[src/rtl/matmul_result_drain.sv]
// matmul_result_drain
//
// Downstream stage of the NxN pipelined matrix multiplier. A start pulse holds
// the multiplier's enable for LATENCY cycles, then all N*N results are
// snapshotted into a local buffer in one edge and streamed out row-major over
// a valid/ready interface. This block is the sole owner of mm_enable, and it
// isolates the array from a slow consumer.
//
// Ports:
//   clk        - single clock, rising edge
//   reset      - asynchronous, active-low; low clears all state immediately
//   start      - request one multiply-and-drain (sampled only in IDLE)
//   mm_enable  - enable to the multiplier array (high for LATENCY cycles)
//   matmul     - N*N multiplier results, row-major, 2*BitWidth each
//   out_valid  - out_data holds a valid element
//   out_ready  - consumer accepts the current element
//   out_data   - current element
//   out_index  - row-major index (i*N+j) of out_data
//   out_last   - current element is index N*N-1
//   busy       - block is not idle
//   done       - one-cycle pulse after the final transfer

module matmul_result_drain #(
  parameter int N        = 3,
  parameter int BitWidth = 8,
  parameter int LATENCY  = 2*N+1
) (
  input  logic                        clk,
  input  logic                        reset,
  input  logic                        start,
  output logic                        mm_enable,
  input  logic [2*BitWidth-1:0]       matmul [0:N*N-1],
  output logic                        out_valid,
  input  logic                        out_ready,
  output logic [2*BitWidth-1:0]       out_data,
  output logic [$clog2(N*N)-1:0]      out_index,
  output logic                        out_last,
  output logic                        busy,
  output logic                        done
);

  localparam int DataW = 2*BitWidth;
  localparam int IdxW  = $clog2(N*N);
  // One extra value of headroom keeps the counter at least one bit wide
  // even when LATENCY is 1.
  localparam int CntW  = $clog2(LATENCY+1);

  localparam logic [IdxW-1:0] LastIdx = IdxW'(N*N-1);
  localparam logic [CntW-1:0] LastCnt = CntW'(LATENCY-1);

  typedef enum logic [1:0] {IDLE, WAIT, STREAM} state_t;

  state_t            state;
  logic [CntW-1:0]   counter;
  logic [IdxW-1:0]   index;
  logic [DataW-1:0]  buffer [0:N*N-1];

  // Main FSM. mm_enable, out_valid and busy are registered alongside the
  // state so they come straight off flops and cannot glitch while the state
  // encoding changes.
  always_ff @(posedge clk or negedge reset) begin
    if (!reset) begin
      state     <= IDLE;
      counter   <= '0;
      index     <= '0;
      mm_enable <= 1'b0;
      out_valid <= 1'b0;
      busy      <= 1'b0;
      done      <= 1'b0;
      for (int k = 0; k < N*N; k++) begin
        buffer[k] <= '0;
      end
    end else begin
      done <= 1'b0;
      case (state)
        IDLE: begin
          if (start) begin
            state     <= WAIT;
            counter   <= '0;
            mm_enable <= 1'b1;
            busy      <= 1'b1;
          end
        end
        WAIT: begin
          // The whole result array is captured in the single edge where the
          // enable window closes; the buffer is never written otherwise.
          if (counter == LastCnt) begin
            for (int k = 0; k < N*N; k++) begin
              buffer[k] <= matmul[k];
            end
            index     <= '0;
            state     <= STREAM;
            mm_enable <= 1'b0;
            out_valid <= 1'b1;
          end else begin
            counter <= counter + 1'b1;
          end
        end
        STREAM: begin
          if (out_ready) begin
            if (index == LastIdx) begin
              state     <= IDLE;
              out_valid <= 1'b0;
              busy      <= 1'b0;
              done      <= 1'b1;
            end else begin
              index <= index + 1'b1;
            end
          end
        end
        default: begin
          state     <= IDLE;
          mm_enable <= 1'b0;
          out_valid <= 1'b0;
          busy      <= 1'b0;
        end
      endcase
    end
  end

  // Element outputs are pure reads of registers, so they hold stable for as
  // long as the consumer stalls.
  assign out_data  = buffer[index];
  assign out_index = index;
  assign out_last  = out_valid && (index == LastIdx);

endmodule

[config.mk]
export PLATFORM = sky130hd
export DESIGN_NAME = matmul_result_drain
export DESIGN_NICKNAME = d
export VERILOG_FILES = /design/src/rtl/matmul_result_drain.sv
export SDC_FILE = /design/constraint.sdc
export NUM_CORES = 1
export LEC_CHECK = 0
export ABC_AREA = 1
export CELL_PAD_IN_SITES_DETAIL_PLACEMENT = 1
export CELL_PAD_IN_SITES_GLOBAL_PLACEMENT = 2
export CORE_UTILIZATION = 26
export DETAILED_ROUTE_END_ITERATION = 6
export PLACE_DENSITY = 0.82
export RECOVER_POWER = 50
export REMOVE_ABC_BUFFERS = 1
export SETUP_SLACK_MARGIN = 0.02
export SLEW_MARGIN = 0
export SYNTH_ARGS = -nofsm -noshare
export SYNTH_HDL_FRONTEND = slang
export SYNTH_SLANG_ARGS = --single-unit
export TNS_END_PERCENT = 10
[constraint.sdc]
create_clock -name clk -period 1.44 [get_ports clk]
set_input_delay 0.288 -clock clk [delete_from_list [all_inputs] [get_ports clk]]
set_output_delay 0.288 -clock clk [all_outputs]
set_load 0.03 [all_outputs]
==> results by group <==
Power
  – Total power: 22.7 mW
  – Peak supply drop: between 0.0009 and 0.001 V
  – Pwr dens: 2070 nW/um^2
  – Pleak: 5.40 nW

Synth
  – Cells after Synth: around 1000
  – Mapped Area: between 7000 and 8000 sq um
  – Largest cells by area after synthesis: dfrtp_1, nand2_1, nand3_1, nor2_1, a21oi_1
  – Post-synth top area share: 0.511
  – Yosys Warn Count: 0
  – #FFs+latches synth: 157
  – Mean Syn Cell Area: roughly 7.6 sq um
  – Ys async rst share: 1.00
  – EDFF count, synth: 0
  – Yosys cell types: 22
  – Post-synth top cells: nand2_1, dfrtp_1, nor2_1, nand3_1, inv_1
  – Biggest area consumer among synthesized cells: dfrtp_1
  – Register area share after synthesis: 0.511
  – Ys flop type: dfrtp_1
  – Most frequent cell after synthesis: nand2_1

Critical path
  – Critical path's slowest cell: dfrtp_4
  – Largest delay share family, worst path: flip-flops
  – Setup CP Type: reg2out
  – Critical Path RT: 1.15 ns
  – CP Data Arrival Time: between 1.5 and 2 ns
  – Reg2Reg Launch Point: out_index[0]$_DFFE_PN0P_
  – Slowest stage delay, CP: 0.57 ns
  – CP cell instances: buf_4, nor4_4, buf_6, nand2_1, nand2_1, buf_4
  – Critical Path Start Type: register
  – CP Capture Type: primary output
  – Reg-to-reg slack, setup: -0.25 ns
  – CP max FO: 9
  – Reg2Reg Depth: 8
  – Worst R2R End: out_valid$_DFFE_PN0P_
  – CP bufs+invs: 3

Global routing
  – Largest net degree at the start of global routing: 52
  – Grt ovf: 0
  – First-pass GRT wire length: 41200 um
  – Initial antenna violation count: 0
  – GRT Overall Usage: 0.175
  – Vias in the first global route: 7681

Layout
  – Final Non-Filler Cells: 1597
  – # fillers: about 3500
  – Design Area, Final: 11000 sq um
  – Area delta synth->final: 42.6%
  – Share of cells above drive strength 1: 0.119
  – Final core utilization: 0.379
  – Nets@finish: between 1000 and 1500

STA
  – Minimum clock period: 2.17 ns
  – Fin crit share: 1.51
  – Measured slew at the worst slew-check pin: 1.03 ns
  – WHS: 0.413 ns
  – Post-Route Setup TNS: -13.97 ns
  – Rel. slew slack: 0.316
  – Highest Clock Rate: around 460 MHz
  – Final Hold Vio Count: 0
  – Max-slew violation count: 0
  – Unrepaired setup endpoints after global routing: yes
  – Count of final setup violators: 33
  – Fin Clk Skew: 0.00806 ns
  – Final worst slack: -0.734 ns

Routing
  – Post-DRT Antenna Nets: 0
  – Initial drt markers: 384
  – 1st-pass router iterations: 4
  – Via count: 7077
  – Vias/cell: 4.43
  – Routed len/inst: 16.2 um
  – DRC violations left: 0
  – Final wirelength: about 26000 um

Place
  – Pre-CTS setup slack: -0.363 ns
  – Dpl hpwl: 17800 um
  – Cell total after placement: between 1500 and 2000
  – Dpl cell area: roughly 10000 sq um
  – RePlAce Congestion: roughly 0.76
  – I/O Buffers: 172

Clocking
  – Clk buf depth: 2
  – CTS Buf Count: 17
  – Clk_lat worst skew: 0.43 ns
  – CTS Sinks: 157
  – CTS clk-pin slew, worst paths: 0.07 ns
  – Root Driver: clkbuf_16
  – CTS H-Tree Depth: 4
  – CTS tree: yes

Floorplan
  – Die Wd: 174 um
  – Initial core utilization: 0.266
  – CORE AREA: 28900 sq um
  – Top Ports: 173
  – # rows: 62
  – Die area: 30300 sq um
  – DIE HEIGHT: 174 um

Hold path
  – HP Start: matmul[8]
  – Hold Crit Class: in2reg
  – Hold Crit Depth: 3
  – Hold Path Sink: buffer[8]$_DFFE_PN0P_

Outcome
  – Status: complete, but fails checks
  – Failing checks: setup timing

Flow run
  – Max Cap Violations: 0
layout make-up:
class	count	area [sq um]	area share
clock inverters	13	189	0.0172
repair buffers	228	2470	0.225
diodes	2	5.00	0.000456
flip-flops and latches	157	3940	0.359
inverters	127	488	0.0445
well taps	384	480	0.0438
multi-input cells	667	2960	0.269
clock buffers	19	443	0.0404
state kept, by name, summed over array words and instances, names as in the netlist:
signal     count
mm_enable      1
out_valid      1
busy           1
buffer       144
done           1
out_index      4
state          2
counter        3
worst min-delay path: cells and delay by family:
family,cells,cell delay (ns)
buf+inv,1,0.40
simple gates,2,0.13
power by group:
group	leakage, nW	internal (mW)	switching (mW)
clock	0.304	2.96	1.96
sequential	1.82	6.61	0.805
combinational	3.28	4.11	6.28
cells by family after synthesis:
| group | synth area share |
|---|---|
| DFF | 0.511 |
| adders and majority gates | 0.00651 |
| AOI/OAI and AO/OA | 0.0781 |
| and+or+nand+nor | 0.290 |
| buffers and inverters | 0.113 |
| xor gates and xnor gates | 0.00114 |
what timing repair did:
action,CTS,global route
resized for setup,51,25
hold endpoints to repair,26,0
pin swaps,4,0
hold buffers,1,0
setup endpoints to repair,139,173
cloned,1,2
buffers inserted,0,1
per-layer routing:
layer  up-vias  global-route usage  wire length [um]
met5         -                   0                 0
met4         0              0.0442               101
met3         4              0.0280              1000
met2       125               0.298             12700
met1      3431               0.231             12100
li1       3517                   -                 -
cells in the final DEF (no fill, tap or decap), types with 18 or more instances in the layout:
| cell type | instances |
|---|---|
| a21oi_1 | 113 |
| buf_4 | 34 |
| buf_6 | 18 |
| clkbuf_16 | 19 |
| clkdlybuf4s50_1 | 146 |
| dfrtp_1 | 154 |
| inv_1 | 119 |
| nand2_1 | 244 |
| nand3_1 | 133 |
| nor2_1 | 143 |
how the worst max path moves through the flow:
stage                                   from                       end  depth (start not counted)
CTS                 out_index[0]$_DFFE_PN0P_               out_data[7]                          8
global placement    out_index[0]$_DFFE_PN0P_                  out_last                          6
finish              out_index[0]$_DFFE_PN0P_               out_data[8]                          6
global route        out_index[0]$_DFFE_PN0P_              out_data[10]                          8
detailed placement  out_index[0]$_DFFE_PN0P_  out_index[3]$_DFFE_PN0P_                          9
floorplan           out_index[0]$_DFFE_PN0P_  out_index[0]$_DFFE_PN0P_                          8
Power figures use the tool's default switching activity.
